<file path="src/rtl/rom_lut_arbiter_pkg.sv">
// Shared constants for the ROM LUT arbiter: bus widths and FSM state encodings.
package rom_lut_arbiter_pkg;

  localparam int unsigned ADDR_W = 3;
  localparam int unsigned DATA_W = 2;

  localparam logic [1:0] StIdle = 2'd0;
  localparam logic [1:0] StRead = 2'd1;
  localparam logic [1:0] StResp = 2'd2;

endpackage

</file>
<file path="src/rtl/rom_lut_arbiter_if.sv">
// Request/acknowledge bus between the two requesters and the shared LUT arbiter.
interface rom_lut_arbiter_if;
  import rom_lut_arbiter_pkg::*;

  logic              req0;
  logic [ADDR_W-1:0] addr0;
  logic              ack0;
  logic [DATA_W-1:0] data0;
  logic              req1;
  logic [ADDR_W-1:0] addr1;
  logic              ack1;
  logic [DATA_W-1:0] data1;
  logic              busy;
  logic              grant_id;

  // Requester side: drives requests, observes acks and data.
  modport master (
    output req0, addr0, req1, addr1,
    input  ack0, data0, ack1, data1, busy, grant_id
  );

  // Arbiter side.
  modport slave (
    input  req0, addr0, req1, addr1,
    output ack0, data0, ack1, data1, busy, grant_id
  );
endinterface

</file>
<file path="src/rtl/rom_8x2.sv">
// Fixed 8-word x 2-bit lookup ROM, addressed by {A, B, C} with A as the MSB.
module rom_8x2 (
  input  logic       A,
  input  logic       B,
  input  logic       C,
  output logic [1:0] Y
);

  // Purely combinational table lookup.
  always_comb begin
    Y = 2'b00;
    case ({A, B, C})
      3'd0: Y = 2'b10;
      3'd1: Y = 2'b11;
      3'd2: Y = 2'b00;
      3'd3: Y = 2'b00;
      3'd4: Y = 2'b11;
      3'd5: Y = 2'b11;
      3'd6: Y = 2'b00;
      3'd7: Y = 2'b10;
      default: Y = 2'b00;
    endcase
  end

endmodule

</file>
<file path="src/rtl/rom_lut_arbiter.sv">
// Round-robin arbiter sharing one rom_8x2 between two requesters.
// Each grant runs IDLE -> READ -> RESP, giving one read every three cycles.
module rom_lut_arbiter
  import rom_lut_arbiter_pkg::*;
(
  input  logic               clk,
  input  logic               reset,
  rom_lut_arbiter_if.slave   bus
);

  logic [1:0]        state_q, state_d;
  logic [ADDR_W-1:0] addr_q, addr_d;
  logic              grant_q, grant_d;
  logic              last_q, last_d;
  logic              ack0_q, ack0_d;
  logic              ack1_q, ack1_d;
  logic [DATA_W-1:0] data0_q, data0_d;
  logic [DATA_W-1:0] data1_q, data1_d;
  logic              busy_q, busy_d;
  logic [DATA_W-1:0] rom_word;
  logic              pick;

  rom_8x2 u_rom (
    .A (addr_q[2]),
    .B (addr_q[1]),
    .C (addr_q[0]),
    .Y (rom_word)
  );

  // Next-state logic: arbitrate in IDLE, capture ROM word in READ, pulse ack in RESP.
  always_comb begin
    state_d = state_q;
    addr_d  = addr_q;
    grant_d = grant_q;
    last_d  = last_q;
    ack0_d  = 1'b0;
    ack1_d  = 1'b0;
    data0_d = data0_q;
    data1_d = data1_q;
    // On a tie the requester that was not served last wins.
    pick    = (bus.req0 && bus.req1) ? ~last_q : bus.req1;
    case (state_q)
      StIdle: begin
        if (bus.req0 || bus.req1) begin
          grant_d = pick;
          addr_d  = pick ? bus.addr1 : bus.addr0;
          state_d = StRead;
        end
      end
      StRead: begin
        if (grant_q) begin
          data1_d = rom_word;
          ack1_d  = 1'b1;
        end else begin
          data0_d = rom_word;
          ack0_d  = 1'b1;
        end
        last_d  = grant_q;
        state_d = StResp;
      end
      StResp: begin
        state_d = StIdle;
      end
      default: begin
        state_d = StIdle;
      end
    endcase
    busy_d = (state_d != StIdle);
  end

  // State and registered outputs; reset aborts any transaction in flight.
  always_ff @(posedge clk or posedge reset) begin
    if (reset) begin
      state_q <= StIdle;
      addr_q  <= '0;
      grant_q <= 1'b0;
      last_q  <= 1'b1;
      ack0_q  <= 1'b0;
      ack1_q  <= 1'b0;
      data0_q <= '0;
      data1_q <= '0;
      busy_q  <= 1'b0;
    end else begin
      state_q <= state_d;
      addr_q  <= addr_d;
      grant_q <= grant_d;
      last_q  <= last_d;
      ack0_q  <= ack0_d;
      ack1_q  <= ack1_d;
      data0_q <= data0_d;
      data1_q <= data1_d;
      busy_q  <= busy_d;
    end
  end

  assign bus.ack0     = ack0_q;
  assign bus.ack1     = ack1_q;
  assign bus.data0    = data0_q;
  assign bus.data1    = data1_q;
  assign bus.busy     = busy_q;
  assign bus.grant_id = grant_q;

endmodule

</file>
<file path="src/flat_wrapper.sv">
// flat-port wrapper written by rule: the top's interface ports become plain ports
module rom_lut_arbiter_flat import rom_lut_arbiter_pkg::*;
  (clk, reset, bus_req0, bus_addr0, bus_req1, bus_addr1, bus_ack0, bus_data0, bus_ack1, bus_data1, bus_busy, bus_grant_id);
  rom_lut_arbiter_if bus_i ();
  input  logic clk;
  input  logic reset;
  input wire logic [$bits(bus_i.req0)-1:0] bus_req0;
  input wire logic [$bits(bus_i.addr0)-1:0] bus_addr0;
  input wire logic [$bits(bus_i.req1)-1:0] bus_req1;
  input wire logic [$bits(bus_i.addr1)-1:0] bus_addr1;
  output wire logic [$bits(bus_i.ack0)-1:0] bus_ack0;
  output wire logic [$bits(bus_i.data0)-1:0] bus_data0;
  output wire logic [$bits(bus_i.ack1)-1:0] bus_ack1;
  output wire logic [$bits(bus_i.data1)-1:0] bus_data1;
  output wire logic [$bits(bus_i.busy)-1:0] bus_busy;
  output wire logic [$bits(bus_i.grant_id)-1:0] bus_grant_id;
  assign bus_i.req0 = bus_req0;
  assign bus_i.addr0 = bus_addr0;
  assign bus_i.req1 = bus_req1;
  assign bus_i.addr1 = bus_addr1;
  assign bus_ack0 = bus_i.ack0;
  assign bus_data0 = bus_i.data0;
  assign bus_ack1 = bus_i.ack1;
  assign bus_data1 = bus_i.data1;
  assign bus_busy = bus_i.busy;
  assign bus_grant_id = bus_i.grant_id;
  rom_lut_arbiter u_core (.clk(clk), .reset(reset), .bus(bus_i));
endmodule
</file>
<file path="config.mk">
export PLATFORM = sky130hd
export DESIGN_NAME = rom_lut_arbiter_flat
export DESIGN_NICKNAME = d
export VERILOG_FILES = /design/src/rtl/rom_lut_arbiter_pkg.sv /design/src/rtl/rom_lut_arbiter_if.sv /design/src/rtl/rom_8x2.sv /design/src/rtl/rom_lut_arbiter.sv /design/src/flat_wrapper.sv
export SDC_FILE = /design/constraint.sdc
export NUM_CORES = 1
export LEC_CHECK = 0
export BUFFER_PORTS_ARGS = -buffer_cell sky130_fd_sc_hd__buf_4
export CELL_PAD_IN_SITES_DETAIL_PLACEMENT = 0
export CELL_PAD_IN_SITES_GLOBAL_PLACEMENT = 1
export CORE_UTILIZATION = 40
export CTS_BUF_LIST = sky130_fd_sc_hd__clkbuf_2 sky130_fd_sc_hd__clkbuf_4 sky130_fd_sc_hd__clkbuf_8
export CTS_CLUSTER_DIAMETER = 40
export CTS_CLUSTER_SIZE = 16
export DETAILED_ROUTE_END_ITERATION = 10
export PLACE_DENSITY_LB_ADDON = 0.1
export SLEW_MARGIN = 10
export SYNTH_ARGS = -nofsm -noshare
export SYNTH_HDL_FRONTEND = slang
export SYNTH_SLANG_ARGS = --single-unit
</file>
<file path="constraint.sdc">
create_clock -name clk -period 1.7 [get_ports clk]
set_input_delay 0.255 -clock clk [delete_from_list [all_inputs] [get_ports clk]]
set_output_delay 0.255 -clock clk [all_outputs]
set_load 0.02 [all_outputs]
</file>
# Word-level counts from Yosys, hierarchy flattened
# Memories as Yosys holds them, arrays and structs flattened.
# Cells that the tools add are included.
dict set report word_totals {
  regBits 14
  mem_bits_ro 16
  in_bits 10
  output_inout_bits 8
  elab_cells 28
  mem_count 1
}
dict set report op_classes {
  n_eq_ne 1
  muxes 8
  bitwise 2
  reduce_logical 7
}
# name depth word_bits read_ports rd_ports_with_merged_regs wr line
set mem_list {}
lappend mem_list {{(name not given)} 8 2 1 0 0 rom_8x2.sv:12} ;# case ({A, B, C})
# operator n
set ops {}
lappend ops {{2-bit AND reduction} 3}
lappend ops {{1-bit two-way mux} 5}
lappend ops {{2-bit one-hot mux with 2 select lines} 1}
lappend ops {{3-bit two-way mux} 1}
lappend ops {{2-bit by 1-bit == test with 1-bit output (second input constant)} 1}
lappend ops {{2-bit zero test} 1}
lappend ops {{2-bit two-way mux} 1}
lappend ops {{1-bit inverter} 2}
lappend ops {{2-bit nonzero test} 1}
lappend ops {{1-bit logical AND} 1}
lappend ops {{1-bit logical OR} 1}

# Longest topological paths before layout
# Gate-level depths: netlist of run 1.
dict set report logic_depth {
  word_depth 4
  mapped_depth 3
  mapped_depth_nobuf 3
}

# By module
# Synthesis of run 1 repeated with hierarchy kept, for this count alone.
dict set report unflattened {
  hier_cells 40
  hier_area_um2 595.6
}
# mod n_inst cells_each area_each_um2 seq_area_each_um2
set by_module_without_submodules {}
lappend by_module_without_submodules {rom_lut_arbiter 1 38 575.6 351.6}
lappend by_module_without_submodules {rom_8x2 1 2 20.0 0.0}

# Worst setup path after synthesis of run 1
# Ideal clock, no wire load.
dict set report synth_path {
  kind {register to register}
  startpoint {register u_core.last_q}
  endpoint {register u_core.addr_q[0]}
  setup_time_ns 0.125
  arrival_ns 1.135
  required_ns 1.575
  setup_slack_ns 0.440
  path_stages_with_launch 4
  path_buffers 0
  period_less_slack_ns 1.260
  cell_sequence {dfstp_2 > a21boi_4 > mux2_1 > mux2_4}
}
dict set report synth_via {
  elab_chain_cells 3
}
# item line
set synth_rtl {}
lappend synth_rtl {{from (decl)} rom_lut_arbiter.sv:14} ;# logic last_q, last_d;
lappend synth_rtl {{from (signal assigned)} rom_lut_arbiter.sv:87} ;# last_q <= last_d;
lappend synth_rtl {{1-bit inverter} rom_lut_arbiter.sv:41} ;# pick = (bus.req0 && bus.req1) ? ~last_q : bus.req1;
lappend synth_rtl {{1-bit two-way mux} rom_lut_arbiter.sv:41}
lappend synth_rtl {{3-bit two-way mux} rom_lut_arbiter.sv:46} ;# addr_d = pick ? bus.addr1 : bus.addr0;
lappend synth_rtl {{to (signal assigned)} rom_lut_arbiter.sv:85} ;# addr_q <= addr_d;
lappend synth_rtl {{to (decl)} rom_lut_arbiter.sv:12} ;# logic [ADDR_W-1:0] addr_q, addr_d;
# No other way between the ends.
# A chain may end at the register's enable or synchronous reset.

# Worst setup path in the final report of run 1
dict set report layout_path {
  startpoint {register u_core.last_q}
  endpoint {register u_core.addr_q[2]}
}
# The elaborated chain is that of the path after synthesis.

==> impl_metrics.csv, run 1 <==
group,metric,value,unit
outcome,status,"finished, violations left",
outcome,violations,"hold timing",
power_and_ir_drop,seqPwrFrac,43.2,%
logic_synthesis,yosys_warnings,0,
logic_synthesis,synth.yosys.seq_area_share,59.9,%
placed_design,hpwl,709,um
layout,multi_input_area,224,um2
power_and_ir_drop,internal_power,0.000916,W
layout,area.growth.synth_to_final,30.1,%
layout,layout_commonest_cell,"buf_4",
logic_synthesis,ys_ff_latch,14,
die,rows,13,
logic_synthesis,synth_mux_area_share,17.7,%
critical_path,path_cells,"a21boi_4, mux2_1, mux2_4",
global_route,grt_max_degree,15,
power_and_ir_drop,ir_drop,0.768,mV
critical_path,worst-r2r-cell-count,3,
power_and_ir_drop,combPwrFrac,41.7,%
layout,drive_above_1_share,46.0,%
clock_network,cts_setup_buffers,0,
timing,drv_slew,0,
flow_run,maxCapViolations,0,
critical_path,cp.required,1.87,ns
layout,n_fill_cell,120,
timing,max_slew_margin,65.4,%
logic_synthesis,synthSimpleGateAreaFrac,12.2,%
layout,final-seq-area,352,um2
detailed_routing,vias,372,
global_route,grt_usage,15.1,%
timing,layout_min_cycle_time,1.30,ns
critical_path,r2r-end,"u_core.addr_q[2]$_DFFE_PP0P_",
logic_synthesis,synth_compound_area_share,8.32,%
timing,setup_ws,0.400,ns
global_route,grt_pass1_vias,315,
timing,rsz0062_at_grt,"no",
critical_path,path_max_fanout,4,
logic_synthesis,synth_top_family_by_area,"multiplexers",
layout,final_cells,78,
clock_network,tritoncts,"yes",
detailed_routing,avgViaCountPerCell,4.77,
clock_network,cts_hold_buf,0,
placed_design,routabilityCongestion,0.595,
clock_network,clk_pin_slew,0.09,ns
clock_network,numCtsBuffers,3,
logic_synthesis,synthAdderAreaFrac,0,%
die,ioPinCount,18,
logic_synthesis,yosysUniqueCellTypes,18,
detailed_routing,dr.first_iter.drc_count,6,
timing,setup_violations,0,
clock_network,htreeDepth,1,
logic_synthesis,syn_nets,52,
critical_path,worstPathArrival,1.47,ns
clock_network,cts_sinks,14,
timing,finClkSkew,0.00891,ns
die,die_width,40.3,um
clock_network,root_buffer,"clkbuf_4",
critical_path,critPathSlowestCell,"dfstp_2",
die,die_y,40.3,um
timing,timing.final.crit_share,76.4,%
critical_path,slowest_delay,0.56,ns
placed_design,placed_cells,74,
detailed_routing,drtPass1Iterations,2,
placed_design,place_ws,0.402,ns
global_route,grt_pass1_wl,1.53,mm
detailed_routing,drc_errors,0,
logic_synthesis,synth_xor_area_share,0,%
power_and_ir_drop,powerDensity,1870,mW/mm2
die,start_util,44.0,%
layout,final_cell_mix,"17 x buf_4, 13 x dfrtp_1, 4 x nor2_1, 4 x mux2_4, 4 x clkbuf_4",
logic_synthesis,syn_area_per_cell,14.0,um2
critical_path,path_class,"reg2reg",
detailed_routing,wl_per_cell,12.5,um
logic_synthesis,netlist_instances,42,
detailed_routing,antenna_left,0,
clock_network,clk_latency,0.28,ns
timing,fmax,769,MHz
timing,tightest_slew,0.519,ns
clock_network,cts_resized,0,
critical_path,end_kind,"register",
critical_path,reg2reg_from,"u_core.last_q$_DFFE_PP1N_",
layout,num_antenna_cells,0,
timing,hold_viol_final,2,
global_route,grt_overflow_total,0,
power_and_ir_drop,netSwitchingPower,0.000508,W
die,dieArea,0.00162,mm2
logic_synthesis,netlist_area,587,um2
placed_design,io_buffers,17,
power_and_ir_drop,switching_share,35.7,%
layout,nets,74,
power_and_ir_drop,p_leak,0.381,nW
detailed_routing,wirelength,974,um
timing,setup_tns,0,ns
clock_network,cts_buffer_depth,2,
global_route,antenna_found_initial,0,
critical_path,r2r_setup_slack,0.40,ns
power_and_ir_drop,clkPwrFrac,15.1,%
timing,worst_hold_slack,-0.000203,ns
min_path,hold_class,"in2async",
die,core_area,0.00133,mm2
critical_path,startpoint,"u_core.last_q$_DFFE_PP1N_",
power_and_ir_drop,power,0.00142,W
critical_path,start_kind,"register",
[state kept, by name, summed over array words and instances, names as in the netlist]
name                 count
u_core.bus.data0         2
u_core.bus.data1         2
u_core.state_q           2
u_core.bus.busy          1
u_core.addr_q            3
u_core.bus.ack0          1
u_core.bus.ack1          1
u_core.bus.grant_id      1
u_core.last_q            1
[worst max-delay path by stage]
stage,end,depth (start not counted)
floorplan,u_core.addr_q[0]$_DFFE_PP0P_,3
global placement,u_core.addr_q[2]$_DFFE_PP0P_,4
detailed placement,u_core.addr_q[2]$_DFFE_PP0P_,3
CTS,u_core.addr_q[2]$_DFFE_PP0P_,3
global route,u_core.addr_q[2]$_DFFE_PP0P_,3
finish,u_core.addr_q[2]$_DFFE_PP0P_,3
[layer usage]
metal	track usage, %	share of wire (%)	vias up
li1	-	-	186
met1	20.8	50	167
met2	19.8	43	17
met3	5.00	6.2	2
met4	10.0	1.2	0
met5	0	0	-
[power groups by stage]
| stage | combinational (W) | clock, W | sequential, W |
|---|---|---|---|
| after floorplan | 0.000297 | 0 | 0.000709 |
| after global placement | 0.000594 | 0 | 0.000619 |
| after detailed placement | 0.000599 | 0 | 0.000621 |
| after CTS | 0.000604 | 0.000223 | 0.000619 |
| after global routing | 0.000653 | 0.000233 | 0.000640 |
| final | 0.000594 | 0.000215 | 0.000616 |
[through the flow]
step / util [%] / instance area (um2)
final: 57.2 / 763
after CTS: 57.2 / 763
after detailed placement: 55.0 / 733
after global routing: 57.2 / 763
after floorplan: - / 587
after global placement: 55.0 / 733
[critical path, delay by kind of cell (launching register included)]
family,cells,cell delay (ns)
multiplexers,2,0.58
flip-flops,1,0.56
AO/OA/AOI/OAI,1,0.06
[layout make-up]
class                           instances  area share [%]
Sequential cell                        14            46.1
Multi-Input combinational cell         25            29.3
Timing Repair Buffer                   17            16.7
Clock buffer                            4            3.93
Tap cell                               15            2.46
Inverter                                3            1.48
[Yosys cell counts]
cell type / number / area share (%)
a21boi_4: 1 / 3.2
inv_1: 3 / 1.9
mux2_1: 3 / 5.8
dfrtp_1: 13 / 55
o21ai_0: 2 / 1.7
a21boi_0: 1 / 1.3
nor2_1: 4 / 2.6
mux2_4: 4 / 10
nor2b_1: 1 / 1.1
nand2_1: 2 / 1.3
dfstp_2: 1 / 4.5
o21bai_1: 1 / 1.3
nor3b_2: 1 / 2.1
nor3_4: 1 / 2.8
nand3b_1: 1 / 1.3
a21oi_1: 1 / 0.85
or2_1: 1 / 1.1
mux2i_1: 1 / 1.7
[kinds of logic (layout without fill, tap and decap cells)]
kind of cell,after synthesis,count (layout)
simple gates,11,11
buf+inv,3,24
mux,8,8
flops,14,14
compound gates,6,6
Note: power is estimated with default switching activity, not from simulation.
==> run 2: changes to the inputs <==
CORE_UTILIZATION = 36   (was 40)
clock period = 1.1 ns   (was 1.7 ns; I/O delays follow)
==> impl_metrics.csv, run 2 (synthesized netlist as in run 1, its figures left out) <==
group,metric,value,unit
clock_network,numCtsBuffers,3,
detailed_routing,vias,397,
detailed_routing,wl_met3,71,um
power_and_ir_drop,ir_drop,1.29,mV
clock_network,cts_sinks,14,
die,dieArea,0.00180,mm2
layout,n_fill_cell,131,
layout,drive_above_1_share,54.9,%
critical_path,end_kind,"register",
die,start_util,39.0,%
layout,num_antenna_cells,0,
die,rows,14,
clock_network,root_buffer,"clkbuf_4",
critical_path,path_max_fanout,4,
timing,setup_violations,5,
power_and_ir_drop,powerDensity,2860,mW/mm2
critical_path,worstPathBufferInverterCount,0,
outcome,status,"finished, violations left",
detailed_routing,antenna_left,0,
clock_network,tritoncts,"yes",
critical_path,slowest_delay,0.57,ns
layout,final_cell_mix,"20 x buf_4, 13 x dfrtp_1, 7 x mux2_4",
global_route,grt_pass1_vias,432,
min_path,hold_path_depth,3,
detailed_routing,top_layer,"met3",
global_route,grt_usage,13.5,%
critical_path,r2r-end,"u_core.addr_q[1]$_DFFE_PP0P_",
timing,tightest_slew,0.268,ns
clock_network,cts_buffer_depth,2,
layout,final_cell_area,860,um2
critical_path,reg2reg_from,"u_core.last_q$_DFFE_PP1N_",
layout,nets,82,
placed_design,place_ws,-0.200,ns
power_and_ir_drop,p_leak,0.439,nW
outcome,violations,"setup timing",
layout,layout_commonest_cell,"buf_4",
die,ioPinCount,18,
die,core_area,0.00151,mm2
detailed_routing,avgViaCountPerCell,4.56,
placed_design,hpwl,761,um
critical_path,startpoint,"u_core.last_q$_DFFE_PP1N_",
global_route,grt_pass1_wl,1.74,mm
critical_path,cpLargestDelayFamily,"flip-flops",
timing,rsz0062_at_grt,"yes",
min_path,hold_class,"in2reg",
die,die_width,42.4,um
timing,layout_min_cycle_time,1.30,ns
critical_path,r2r_setup_slack,-0.20,ns
detailed_routing,drc_errors,0,
critical_path,setup.worst_path.end,"u_core.addr_q[1]$_DFFE_PP0P_",
layout,largest_register_ff_count,3,
die,die_y,42.4,um
critical_path,worstPathArrival,1.47,ns
global_route,grt_overflow_total,0,
detailed_routing,dr.first_iter.drc_count,12,
timing,timing.final.crit_share,118,%
critical_path,critPathSlowestCell,"dfstp_2",
critical_path,cpMostUsedCell,"mux2_4",
detailed_routing,met1_length,460,um
critical_path,start_kind,"register",
detailed_routing,wl_met2,455,um
global_route,grt_max_degree,15,
layout,largest_register,"u_core.addr_q",
detailed_routing,wirelength,987,um
clock_network,clk_pin_slew,0.08,ns
critical_path,worst-r2r-cell-count,3,
timing,hold_viol_final,0,
critical_path,path_class,"reg2reg",
clock_network,clk_latency,0.27,ns
critical_path,path_cells,"a21boi_4, mux2_4, mux2_4",
critical_path,path_depth,3,
timing,drv_slew,0,
flow_run,maxCapViolations,0,
power_and_ir_drop,power,0.00246,W
placed_design,routabilityCongestion,0.693,
timing,fmax,767,MHz
clock_network,htreeDepth,1,
detailed_routing,drtPass1Iterations,2,
critical_path,cp.required,1.26,ns
placed_design,post_dp_cell_area,779,um2
placed_design,io_buffers,17,
detailed_routing,wl_per_cell,11.3,um
timing,setup_ws,-0.203,ns
timing,max_slew_margin,82.0,%
global_route,antenna_found_initial,0,
layout,area.growth.synth_to_final,46.5,%
timing,finClkSkew,0.00340,ns
==> run 2: cell types whose count changed in the layout (fill, tap and decap cells not counted), moves of 2 or more <==
cell	delta
buf_4	+3
mux2_4	+3
o21ai_1	+2
mux2_1	-3
buf_6	+4
o21ai_0	-2
==> run 2: how the worst min path moves through the flow <==
| stage | to | from | slack [ns] |
|---|---|---|---|
| after floorplan | u_core.addr_q[0]$_DFFE_PP0P_ | reset | 0.05 |
| after global placement | u_core.bus.ack1$_DFF_PP0_ | reset | 0.18 |
| after detailed placement | u_core.bus.busy$_DFF_PP0_ | reset | 0.18 |
| after CTS | u_core.addr_q[2]$_DFFE_PP0P_ | bus_addr1[2] | 0.23 |
| after global routing | u_core.addr_q[2]$_DFFE_PP0P_ | bus_addr0[2] | 0.22 |
| final | u_core.addr_q[0]$_DFFE_PP0P_ | bus_addr1[0] | 0.24 |
==> run 2: repair_timing <==
item / CTS / global route
endpoints found under the hold margin: 13 / 0
pin swaps: 1 / 4
setup endpoints to repair: 6 / 9
gates cloned: 0 / 0
gates resized for setup: 7 / 2
buffers inserted: 1 / 0
hold buffers: 1 / 0
==> run 2: worst register-to-register path: stages, from the launching register on <==
cell and delay, ns:
dfstp_2 0.57, a21boi_4 0.08, mux2_4 0.30, mux2_4 0.25
==> run 2: cell type report <==
type	instances	area [um2]	share of cell area (%)
multi-input combinational	25	235	27.4
sequential	14	352	40.9
timing repair buffer	25	205	23.9
inverter	3	11.3	1.31
clock buffer	4	36.3	4.22
tap	16	20.0	2.33
==> run 2: through the flow <==
| step | TNS (ns) | utilization, % | hold WS (ns) | std cells |
|---|---|---|---|---|
| after global routing | -0.887 | 57.1 | 0.221 | 87 |
| after floorplan | -0.542 | - | 0.0535 | 42 |
| after CTS | -0.714 | 57.1 | 0.229 | 87 |
| after global placement | -0.589 | 51.7 | 0.180 | 81 |
| after detailed placement | -0.659 | 51.7 | 0.185 | 81 |
| final | -0.686 | 57.1 | 0.244 | 87 |
==> run 2: routing by layer <==
metal  track usage, %  up-vias
li1                 -      201
met2             21.5       16
met5                0        -
met1             15.6      180
met3             5.17        0
met4             7.50        0
==> run 2: report_power, final <==
| group | switching (W) | internal [W] | total (W) |
|---|---|---|---|
| combinational | 0.000502 | 0.000657 | 0.00116 |
| clock | 0.000161 | 0.000201 | 0.000362 |
| sequential | 0.000163 | 0.000772 | 0.000935 |
==> run 3: changes to the inputs <==
CORE_ASPECT_RATIO = 0.9   (was unset)
==> impl_metrics.csv, run 3 (synthesized netlist as in run 1, its figures left out) <==
group,metric,value,unit
outcome,status,"finished, violations left",
outcome,violations,"setup timing",
detailed_routing,drc_errors,0,
layout,final_cells,97,
layout,largest_register_ff_count,3,
detailed_routing,antenna_left,0,
layout,layout_commonest_cell,"buf_4",
timing,setup_tns,-0.635,ns
critical_path,path_max_fanout,4,
timing,finClkSkew,0.00525,ns
critical_path,start_kind,"register",
timing,rsz0062_at_grt,"yes",
clock_network,tritoncts,"yes",
power_and_ir_drop,powerDensity,2850,mW/mm2
layout,largest_register,"u_core.addr_q",
clock_network,cts_buffer_depth,2,
timing,setup_violations,5,
global_route,grt_pass1_wl,1.70,mm
min_path,hold_class,"in2reg",
global_route,grt_usage,14.5,%
placed_design,placed_cells,87,
timing,layout_min_cycle_time,1.30,ns
critical_path,worstPathArrival,1.46,ns
detailed_routing,vias,419,
layout,area.growth.synth_to_final,55.2,%
timing,tightest_slew,0.282,ns
clock_network,clk_latency,0.27,ns
timing,max_slew_margin,81.0,%
layout,nets,86,
critical_path,slowest_delay,0.56,ns
clock_network,numCtsBuffers,3,
global_route,grt_overflow_total,0,
timing,setup_ws,-0.196,ns
flow_run,maxCapViolations,0,
detailed_routing,avgViaCountPerCell,4.32,
timing,fmax,771,MHz
die,die_y,40.3,um
placed_design,io_buffers,17,
critical_path,cp.required,1.26,ns
die,core_area,0.00148,mm2
placed_design,hpwl,768,um
clock_network,htreeDepth,1,
timing,timing.final.crit_share,118,%
die,start_util,39.6,%
clock_network,clk_pin_slew,0.09,ns
global_route,grt_max_degree,15,
global_route,grt_pass1_vias,388,
timing,worst_hold_slack,0.245,ns
layout,final_cell_mix,"23 x buf_4, 12 x dfrtp_1, 7 x mux2_4",
layout,num_antenna_cells,0,
timing,drv_slew,0,
power_and_ir_drop,ir_drop,1.18,mV
die,ioPinCount,18,
placed_design,routabilityCongestion,0.666,
critical_path,path_cells,"a21boi_4, mux2_4, mux2_4",
critical_path,cpMostUsedCell,"mux2_4",
critical_path,end_kind,"register",
detailed_routing,wl_per_cell,10.6,um
clock_network,cts_sinks,14,
clock_network,root_buffer,"clkbuf_4",
detailed_routing,dr.first_iter.drc_count,2,
detailed_routing,wirelength,1.03,mm
detailed_routing,drtPass1Iterations,2,
critical_path,critPathSlowestCell,"dfstp_2",
critical_path,path_class,"reg2reg",
power_and_ir_drop,p_leak,0.457,nW
timing,hold_viol_final,0,
layout,drive_above_1_share,61.3,%
die,dieArea,0.00180,mm2
die,die_width,44.6,um
die,rows,13,
global_route,antenna_found_initial,0,
run 3: cell count changes in the layout (fill, tap and decap cells not counted), sizes merged:
cell / delta
buf: +4
run 3: final cells by class:
type                            count  area [um2]
Clock buffer                        4        36.3
Tap cell                           22        27.5
Timing Repair Buffer               29         239
Sequential cell                    14         353
Fill cell                         134         569
Multi-Input combinational cell     25         244
Inverter                            3        11.3
run 3: path summary, 6_finish.rpt:
check | from | to | slack (ns) | cells past startpoint
worst max register to register | u_core.last_q$_DFFE_PP1N_ | u_core.addr_q[0]$_DFFE_PP0P_ | -0.20 | 3
max in group asynchronous | reset | u_core.last_q$_DFFE_PP1N_ | 0.43 | 4
min in group asynchronous | reset | u_core.bus.busy$_DFF_PP0_ | 0.44 | 4
worst max-delay path | u_core.last_q$_DFFE_PP1N_ | u_core.addr_q[0]$_DFFE_PP0P_ | -0.20 | 3
worst min-delay path | bus_addr1[1] | u_core.addr_q[1]$_DFFE_PP0P_ | 0.25 | 3
worst min register to register | u_core.bus.data1[1]$_DFFE_PP0P_ | u_core.bus.data1[1]$_DFFE_PP0P_ | 0.51 | 2
run 3: power by group:
part           leakage (nW)  total (W)  internal (W)  switching, W
Sequential            0.168   0.000942      0.000775      0.000166
Combinational         0.267    0.00129      0.000751      0.000543
Clock                0.0210   0.000361      0.000201      0.000160
Total                 0.457    0.00260       0.00173      0.000869
run 3: what timing repair did:
item / CTS / global route
hold buffers: 1 / 0
pin swaps: 2 / 5
hold endpoints to repair: 13 / 0
resized for setup: 9 / 5
setup buffers: 4 / 2
endpoints found under the setup margin: 7 / 11
run 3: per-layer routing:
| metal | share of wire (%) | track usage (%) |
|---|---|---|
| met4 | 0.78 | 9.09 |
| met2 | 49 | 24.3 |
| met3 | 5.9 | 4.05 |
| met1 | 44 | 16.9 |
| met5 | 0 | 0 |
run 3: per-stage QoR:
step                setup WS [ns]  power, W  utilization (%)  instance area [um2]
floorplan                  -0.160   0.00155                -                  587
detailed placement         -0.196   0.00201             53.2                  787
finish                     -0.196   0.00260             61.5                  911
global placement           -0.191   0.00199             53.2                  787
global route               -0.231   0.00276             61.5                  911
CTS                        -0.200   0.00255             60.3                  892
run 3: critical path: cells and delay by family (launching register included):
| kind | cells | cell delay (ns) |
|---|---|---|
| DFF | 1 | 0.56 |
| muxes | 2 | 0.55 |
| AOI/OAI and AO/OA | 1 | 0.07 |
